==> src/rtl/barrel_unrotate_seq.sv <==
// rtl/barrel_unrotate_seq.sv - sequential un-rotator / rotation-amount search, one bit per clock
module barrel_unrotate_seq #(
    parameter int WIDTH = 8
) (
    input  logic                       clk,
    input  logic                       rst_n,
    input  logic                       in_valid,
    output logic                       in_ready,
    input  logic                       in_op,
    input  logic                       in_ctrl,
    input  logic [$clog2(WIDTH)-1:0]   in_mag,
    input  logic [WIDTH-1:0]           in_data,
    input  logic [WIDTH-1:0]           in_pattern,
    output logic                       out_valid,
    input  logic                       out_ready,
    output logic [WIDTH-1:0]           out_data,
    output logic [$clog2(WIDTH)-1:0]   out_mag,
    output logic                       out_found
);

    localparam int MAG_W = $clog2(WIDTH);
    localparam logic [MAG_W-1:0] K_LAST = MAG_W'(WIDTH - 1);

    typedef enum logic [1:0] {
        ST_IDLE = 2'd0,
        ST_RUN  = 2'd1,
        ST_DONE = 2'd2
    } state_t;

    state_t             state_q, state_d;
    logic               op_q, op_d;
    logic               ctrl_q, ctrl_d;
    logic [MAG_W-1:0]   mag_q, mag_d;
    // cnt_q is the remaining rotation count for UNDO and the trial amount k for SEARCH
    logic [MAG_W-1:0]   cnt_q, cnt_d;
    logic [WIDTH-1:0]   word_q, word_d;
    logic [WIDTH-1:0]   pat_q, pat_d;
    logic [WIDTH-1:0]   orig_q, orig_d;
    logic               in_ready_q, in_ready_d;
    logic               out_valid_q, out_valid_d;
    logic [WIDTH-1:0]   out_data_q, out_data_d;
    logic [MAG_W-1:0]   out_mag_q, out_mag_d;
    logic               out_found_q, out_found_d;

    logic [WIDTH-1:0]   word_rotl;
    logic [WIDTH-1:0]   word_rotr;

    assign word_rotl = {word_q[WIDTH-2:0], word_q[WIDTH-1]};
    assign word_rotr = {word_q[0], word_q[WIDTH-1:1]};

    assign in_ready  = in_ready_q;
    assign out_valid = out_valid_q;
    assign out_data  = out_data_q;
    assign out_mag   = out_mag_q;
    assign out_found = out_found_q;

    // Next-state logic: capture in IDLE, step one bit per cycle in RUN, hold results in DONE
    always_comb begin
        state_d     = state_q;
        op_d        = op_q;
        ctrl_d      = ctrl_q;
        mag_d       = mag_q;
        cnt_d       = cnt_q;
        word_d      = word_q;
        pat_d       = pat_q;
        orig_d      = orig_q;
        in_ready_d  = in_ready_q;
        out_valid_d = out_valid_q;
        out_data_d  = out_data_q;
        out_mag_d   = out_mag_q;
        out_found_d = out_found_q;

        case (state_q)
            ST_IDLE: begin
                if (in_valid && in_ready_q) begin
                    op_d       = in_op;
                    ctrl_d     = in_ctrl;
                    mag_d      = in_mag;
                    word_d     = in_data;
                    orig_d     = in_data;
                    pat_d      = in_pattern;
                    cnt_d      = in_op ? '0 : in_mag;
                    in_ready_d = 1'b0;
                    state_d    = ST_RUN;
                end
            end
            ST_RUN: begin
                if (!op_q) begin
                    // Undo by rotating opposite to the originally applied direction
                    if (cnt_q != '0) begin
                        word_d = ctrl_q ? word_rotr : word_rotl;
                        cnt_d  = cnt_q - MAG_W'(1);
                    end else begin
                        state_d     = ST_DONE;
                        out_valid_d = 1'b1;
                        out_data_d  = word_q;
                        out_mag_d   = mag_q;
                        out_found_d = 1'b1;
                    end
                end else begin
                    // Testing k in increasing order makes the smallest match win
                    if (word_q == pat_q) begin
                        state_d     = ST_DONE;
                        out_valid_d = 1'b1;
                        out_data_d  = word_q;
                        out_mag_d   = cnt_q;
                        out_found_d = 1'b1;
                    end else if (cnt_q == K_LAST) begin
                        state_d     = ST_DONE;
                        out_valid_d = 1'b1;
                        out_data_d  = orig_q;
                        out_mag_d   = '0;
                        out_found_d = 1'b0;
                    end else begin
                        word_d = word_rotr;
                        cnt_d  = cnt_q + MAG_W'(1);
                    end
                end
            end
            ST_DONE: begin
                if (out_ready) begin
                    out_valid_d = 1'b0;
                    in_ready_d  = 1'b1;
                    state_d     = ST_IDLE;
                end
            end
            default: begin
                state_d     = ST_IDLE;
                in_ready_d  = 1'b1;
                out_valid_d = 1'b0;
            end
        endcase
    end

    // State and output registers; reset aborts any operation in flight
    always_ff @(posedge clk or negedge rst_n) begin
        if (!rst_n) begin
            state_q     <= ST_IDLE;
            op_q        <= 1'b0;
            ctrl_q      <= 1'b0;
            mag_q       <= '0;
            cnt_q       <= '0;
            word_q      <= '0;
            pat_q       <= '0;
            orig_q      <= '0;
            in_ready_q  <= 1'b1;
            out_valid_q <= 1'b0;
            out_data_q  <= '0;
            out_mag_q   <= '0;
            out_found_q <= 1'b0;
        end else begin
            state_q     <= state_d;
            op_q        <= op_d;
            ctrl_q      <= ctrl_d;
            mag_q       <= mag_d;
            cnt_q       <= cnt_d;
            word_q      <= word_d;
            pat_q       <= pat_d;
            orig_q      <= orig_d;
            in_ready_q  <= in_ready_d;
            out_valid_q <= out_valid_d;
            out_data_q  <= out_data_d;
            out_mag_q   <= out_mag_d;
            out_found_q <= out_found_d;
        end
    end

endmodule
==> config.mk <==
export PLATFORM = sky130hd
export DESIGN_NAME = barrel_unrotate_seq
export DESIGN_NICKNAME = d
export VERILOG_FILES = /design/src/rtl/barrel_unrotate_seq.sv
export SDC_FILE = /design/constraint.sdc
export NUM_CORES = 1
export LEC_CHECK = 0
export ABC_CLOCK_PERIOD_IN_PS = 1900
export CAP_MARGIN = 15
export CELL_PAD_IN_SITES_DETAIL_PLACEMENT = 1
export CELL_PAD_IN_SITES_GLOBAL_PLACEMENT = 1
export CORE_ASPECT_RATIO = 1.4
export CORE_MARGIN = 1
export CORE_UTILIZATION = 38
export CTS_CLUSTER_SIZE = 30
export DETAILED_ROUTE_END_ITERATION = 10
export GPL_TIMING_DRIVEN = 1
export PLACE_DENSITY = 0.85
export RECOVER_POWER = 25
export SYNTH_ARGS = -nofsm -noshare
export SYNTH_HDL_FRONTEND = slang
export SYNTH_SLANG_ARGS = --single-unit
==> constraint.sdc <==
create_clock -name clk -period 1.9 [get_ports clk]
set_input_delay 0.38 -clock clk [delete_from_list [all_inputs] [get_ports clk]]
set_output_delay 0.38 -clock clk [all_outputs]
set_load 0.02 [all_outputs]
## Word level (Yosys, flattened, before mapping)

Index checks and enable logic that the tools add are counted.

| storage, ports and cells | value |
|---|---|
| output and inout bits | 14 |
| input bits | 25 |
| bits in registers | 48 |
| word-level logic and storage cells | 81 |

| operators by class | value |
|---|---|
| mux-type cells | 41 |
| eq/ne operators | 13 |
| reduce and logical (&&, ||, !) cells | 10 |
| add/sub/neg operators | 2 |
| bitwise operators | 2 |

Operators by type and width:

| kind | number |
|---|---|
| two-way mux 8 bit | 10 |
| two-way mux 3 bit | 10 |
| case mux 8 bit (2 select lines) | 1 |
| two-way mux 2 bit | 6 |
| inequality test 3 bit, second input constant | 4 |
| two-way mux 1 bit | 10 |
| equality test 8 bit | 1 |
| AND reduction 4 bit | 2 |
| inequality test 2 bit, second input constant | 3 |
| case mux 1 bit (3 select lines) | 2 |
| case mux 2 bit (3 select lines) | 1 |
| case mux 3 bit (2 select lines) | 1 |
| AND reduction 3 bit | 2 |
| AND reduction 5 bit | 1 |
| inequality test 4 bit, second input constant | 1 |
| adder 3 x 1 -> 3 bit, second input constant | 1 |
| equality test 3 bit, second input constant | 1 |
| inequality test 3 x 1 -> 1 bit, second input constant | 1 |
| nonzero test 3 bit | 1 |
| subtractor 3 x 1 -> 3 bit, second input constant | 1 |
| equality test 2 x 1 -> 1 bit, second input constant | 1 |
| equality test 2 bit, second input constant | 1 |
| zero test 2 bit | 1 |
| inverter 1 bit | 2 |
| other kinds (3) | 3 |

## Longest topological paths before layout

Gate-level depths: netlist of run 1.

| logic depth | value |
|---|---|
| depth after elaboration | 5 |
| gate-level depth with buffers | 7 |
| gate-level depth less buffers | 6 |

## Least setup slack after synthesis of run 1

No wires, ideal clock.

| timing | value |
|---|---|
| path type | register -> register |
| start point | register in_ready_q, in the netlist in_ready |
| end point | register cnt_q[1] |
| setup time | 0.125 ns |
| setup slack | -0.088 ns |
| data arrival time | 1.863 ns |
| stages on the path, launching flop included | 8 |
| data required time | 1.775 ns |
| cells stage by stage | dfstp_2 nor4bb_1 buf_2 a21oi_1 a31oi_2 o21a_4 buf_6 mux2_4 |

| on the way | value |
|---|---|
| cells in the longest elaborated chain, start to end | 3 |

RTL lines:

| what | line | text |
|---|---|---|
| from (decl) | 39 | `logic in_ready_q, in_ready_d;` |
| from (signal assigned) | 160 | `in_ready_q <= in_ready_d;` |
| logical AND 1 bit | 75 | `if (in_valid && in_ready_q) begin` |
| inequality test 2 bit (no source line) | -- |  |
| AND reduction 5 bit (no source line) | -- |  |
| to (signal assigned) | 156 | `cnt_q <= cnt_d;` |
| to (decl) | 35 | `logic [MAG_W-1:0] cnt_q, cnt_d;` |

Every way passes these cells.
A chain may end at the register's enable or synchronous reset.

## Worst setup path in the final report of run 1

| timing | value |
|---|---|
| start point | input in_valid |
| end point | register word_q[1] |

| on the way | value |
|---|---|
| cells in the longest elaborated chain, start to end | 3 |

RTL lines:

| what | line | text |
|---|---|---|
| from (decl) | 7 | `input logic in_valid,` |
| logical AND 1 bit | 75 |  |
| inequality test 2 bit (no source line) | -- |  |
| AND reduction 5 bit (no source line) | -- |  |
| to (signal assigned) | 157 | `word_q <= word_d;` |
| to (decl) | 36 | `logic [WIDTH-1:0] word_q, word_d;` |

Every way passes these cells.

==> implementation parameters, run 1 <==
Parameter                              Value

Logic synthesis
  Synth Area per Inst ... 11.9 um2
  Syn Nets ... between 200 and 250
  Register bit count reported by yosys ... 48
  Syn Inst Count ... 199
  Count of different cell masters after synthesis ... 38
  Post-synth design cell area ... 0.00236 mm2
  Proportion of synthesized chip area in sequential cells ... 0.510
  Warnings, synthesis ... 0

Timing
  Hold violation count in the final report ... 0
  F_max ... about 530 MHz
  PnR worst setup slack ... -0.00272 ns
  Worst Clk Skew ... 0.0135 ns
  Number of endpoints failing setup at the final stage ... 1
  Final worst path period share ... 1.00
  Rel. slew slack ... 0.194
  Minimum clock period ... 1.90 ns
  Slew at the pin closest to its max-slew limit ... 1.21 ns
  Pins Over Slew Limit ... 0

Routing
  Number of detailed-routing iterations run before antenna repair ... 4
  Via density per instance ... 5.52
  DR DRC count ... 0
  Antenna violation net count after detailed routing ... 0
  DRT Wirelength ... between 6000 and 7000 um
  Initial DRC Count ... 76
  Total via count in the routed design ... about 1800
  DR WL/cell ... 18.5 um

Placed design
  Port-buffer cells ... 38
  Final Wtd Congestion ... slightly below 0.9
  Hpwl dp ... 4330 um
  Area of placed instances ... 0.00298 mm2
  Post-place setup slack ... -0.388 ns

Clocking
  Sinks on Clock Net ... 48
  CTS H-Tree Depth ... 2
  Buffer type at the clock tree root ... sky130_fd_sc_hd__clkbuf_8
  Total clock buffers created by CTS ... 5
  Maximum buffer depth of the clock tree ... 2
  Clock tree from TritonCTS ... yes
  Later-pin clock latency in the skew report ... 0.32 ns
  Clk pin slew, worst setup/hold paths ... 0.10 ns

Die
  Die Footprint ... 0.00653 mm2
  Horizontal extent of the die ... 68.6 um
  Initial Utilization ... 0.400
  Site row count ... 33
  Vert. Die Dim ... roughly 95 um
  Core outline area ... around 0.0059 mm2
  I/O pin count ... 39

Layout
  Nets ... 289
  Most frequent cells in the layout ... sky130_fd_sc_hd__dfrtp_1, sky130_fd_sc_hd__clkdlybuf4s50_1, sky130_fd_sc_hd__buf_4
  Diode insertion count for antenna repair ... 0
  Layout cells sized above 1 ... 0.348
  Growth of design area from synthesis to finish ... 34.1%
  Final design instance area without fill ... 0.00317 mm2
  Most common cell after layout, fill and taps aside ... sky130_fd_sc_hd__dfrtp_1

Worst setup path
  Required time at the worst-slack endpoint ... 2.10 ns
  CP Data Arrival Time ... 2.10 ns
  Kind of launch point of the worst setup path ... input port
  Cell with the largest stage delay on the worst path ... sky130_fd_sc_hd__clkdlybuf4s50_1
  Register-to-register setup slack ... 0.05 ns
  Cells along the critical path ... clkdlybuf4s50_1 > nor4bb_4 > a21oi_2 > a31oi_4 > o21a_4 > mux2_4
  Top fanout value on the critical path ... 6
  Kind of end point of the critical path ... register
  Delay of the slowest critical-path stage ... 0.48 ns
  Critical path type ... input port to register

GRT
  Grt ovf ... 0
  Wire length of the first global-routing pass ... 9660 um
  Pin count of the biggest net entering global routing ... 49
  Via count of the first global-routing pass ... 1956
  Antenna violations before repair ... 0
  Global-route usage over all layers ... 0.207

Hold path
  Classification of the worst-slack hold path ... input port to async pin

Run status
  Result of the run ... finished, violations left
  Violated checks ... setup timing

Power and ir drop
  Leakage ... 1.47 nW
  Peak VDD IR ... about 0.00032 V
  Power per cell area ... 590 mW/mm2

Flow run
  Maximum capacitance violations ... 0
logic make-up (layout without fill, tap and decap cells):
group	count (synthesis)	in the layout	synth area share
DFF	48	48	0.510
and+or+nand+nor	44	44	0.0832
AOI/OAI and AO/OA	42	43	0.138
muxes	39	39	0.193
buffers and inverters	16	80	0.0339
xor gates and xnor gates	9	9	0.0334
adders and majority gates	1	1	0.00848
flip-flops by register name, summed over array words and instances, names as in the netlist, 2 cells and up:
name	cells
pat_q	8
mag_q	3
out_data	8
out_mag	3
cnt_q	3
orig_q	8
state_q	2
word_q	8
critical path: cells and delay by family:
| kind | cells | cell delay [ns] |
|---|---|---|
| AOI/OAI and AO/OA | 3 | 0.58 |
| and+or+nand+nor | 1 | 0.33 |
| buffers and inverters | 1 | 0.48 |
| muxes | 1 | 0.32 |
Yosys cell counts:
| cell | n | share of area |
|---|---|---|
| sky130_fd_sc_hd__o21a_4 | 1 | 0.0064 |
| sky130_fd_sc_hd__buf_2 | 4 | 0.0085 |
| sky130_fd_sc_hd__a22o_1 | 1 | 0.0037 |
| sky130_fd_sc_hd__dfstp_2 | 1 | 0.011 |
| sky130_fd_sc_hd__nor2b_1 | 1 | 0.0027 |
| sky130_fd_sc_hd__o221a_2 | 8 | 0.038 |
| sky130_fd_sc_hd__dfrtp_1 | 47 | 0.50 |
| sky130_fd_sc_hd__xnor2_1 | 9 | 0.033 |
| sky130_fd_sc_hd__a31oi_2 | 1 | 0.0053 |
| sky130_fd_sc_hd__a21oi_1 | 4 | 0.0085 |
| sky130_fd_sc_hd__fa_1 | 1 | 0.0085 |
| sky130_fd_sc_hd__o21ai_1 | 3 | 0.0064 |
| sky130_fd_sc_hd__nor3_1 | 1 | 0.0021 |
| sky130_fd_sc_hd__o21ai_0 | 11 | 0.023 |
| sky130_fd_sc_hd__a21oi_4 | 1 | 0.0069 |
| sky130_fd_sc_hd__o2bb2ai_1 | 2 | 0.0074 |
| sky130_fd_sc_hd__nor2_2 | 1 | 0.0027 |
| sky130_fd_sc_hd__o22a_1 | 1 | 0.0037 |
| sky130_fd_sc_hd__mux2i_1 | 8 | 0.034 |
| sky130_fd_sc_hd__o221ai_1 | 2 | 0.0074 |
| sky130_fd_sc_hd__a2bb2oi_1 | 1 | 0.0037 |
| sky130_fd_sc_hd__nand2b_1 | 2 | 0.0053 |
| sky130_fd_sc_hd__a21o_1 | 2 | 0.0064 |
| sky130_fd_sc_hd__nor2_1 | 10 | 0.016 |
| sky130_fd_sc_hd__mux2_4 | 7 | 0.045 |
| sky130_fd_sc_hd__or2_2 | 1 | 0.0027 |
| sky130_fd_sc_hd__inv_1 | 6 | 0.0095 |
| sky130_fd_sc_hd__mux2_2 | 24 | 0.11 |
| sky130_fd_sc_hd__o22ai_1 | 1 | 0.0027 |
| sky130_fd_sc_hd__nand3_1 | 1 | 0.0021 |
| sky130_fd_sc_hd__or2_1 | 1 | 0.0027 |
| sky130_fd_sc_hd__nand2_1 | 22 | 0.035 |
| sky130_fd_sc_hd__a31oi_1 | 2 | 0.0053 |
| sky130_fd_sc_hd__clkbuf_1 | 4 | 0.0064 |
| sky130_fd_sc_hd__buf_6 | 2 | 0.0095 |
| sky130_fd_sc_hd__nand4_1 | 3 | 0.0080 |
| sky130_fd_sc_hd__a22oi_1 | 1 | 0.0032 |
| sky130_fd_sc_hd__nor4bb_1 | 1 | 0.0042 |
per-stage QoR:
| stage | TNS, ns | power [mW] | hold slack [ns] | cells | utilization |
|---|---|---|---|---|---|
| after global routing | -0.218 | 1.94 | 0.494 | 334 | 0.536 |
| after CTS | -0.122 | 1.89 | 0.0375 | 331 | 0.527 |
| after floorplan | -0.0628 | 1.05 | 0.0844 | 199 | - |
| after detailed placement | -7.06 | 1.14 | 0.391 | 322 | 0.505 |
| final | -0.00272 | 1.87 | 0.361 | 334 | 0.536 |
| after global placement | -5.89 | 1.14 | 0.384 | 322 | 0.505 |
where the power goes:
group	leakage (nW)	internal, mW	switching (mW)	total (mW)
logic	0.755	0.0497	0.0408	0.0905
registers	0.657	1.02	0	1.02
clock network	0.0541	0.390	0.366	0.755
total	1.47	1.46	0.406	1.87
timing repair:
action / 4_1_cts / 5_1_grt
endpoints found under the hold margin: 0 / 0
setup endpoints to repair: 5 / 21
cloned: 1 / 0
gates resized for setup: 1 / 12
setup buffers: 0 / 3
hold buffers: 0 / 0
worst paths after layout:
check / end / startpoint / cells past startpoint
worst max-delay path: word_q[1] / in_valid / 6
worst min-delay path: out_valid / rst_n / 2
worst max register to register: word_q[1] / state_q[1] / 5
worst min register to register: out_valid / out_valid / 1
max in group asynchronous: op_q / rst_n / 2
min in group clk: out_valid / out_valid / 1
final cells by class:
type                            instances  area [um2]
Timing Repair Buffer                   66         586
Sequential cell                        48        1200
Clock buffer                            5        68.8
Fill cell                             627        2740
Clock inverter                          3        42.5
Inverter                                6        26.3
Tap cell                               70        87.6
Multi-Input combinational cell        136        1150
metal layers:
layer  global-route usage  share of wire  up-vias
li1                     -              -      840
met1                0.233           0.40      955
met2                0.368           0.55       38
met3               0.0383          0.030       12
met4               0.0903          0.026        0
met5                    0              0        -
(Power assumes the default switching activity.)
==> run 2: changes to the inputs <==
TNS_END_PERCENT = 20   (was unset)
==> results of run 2 <==
Final layout, timing and power as in run 1 (identical DEF).
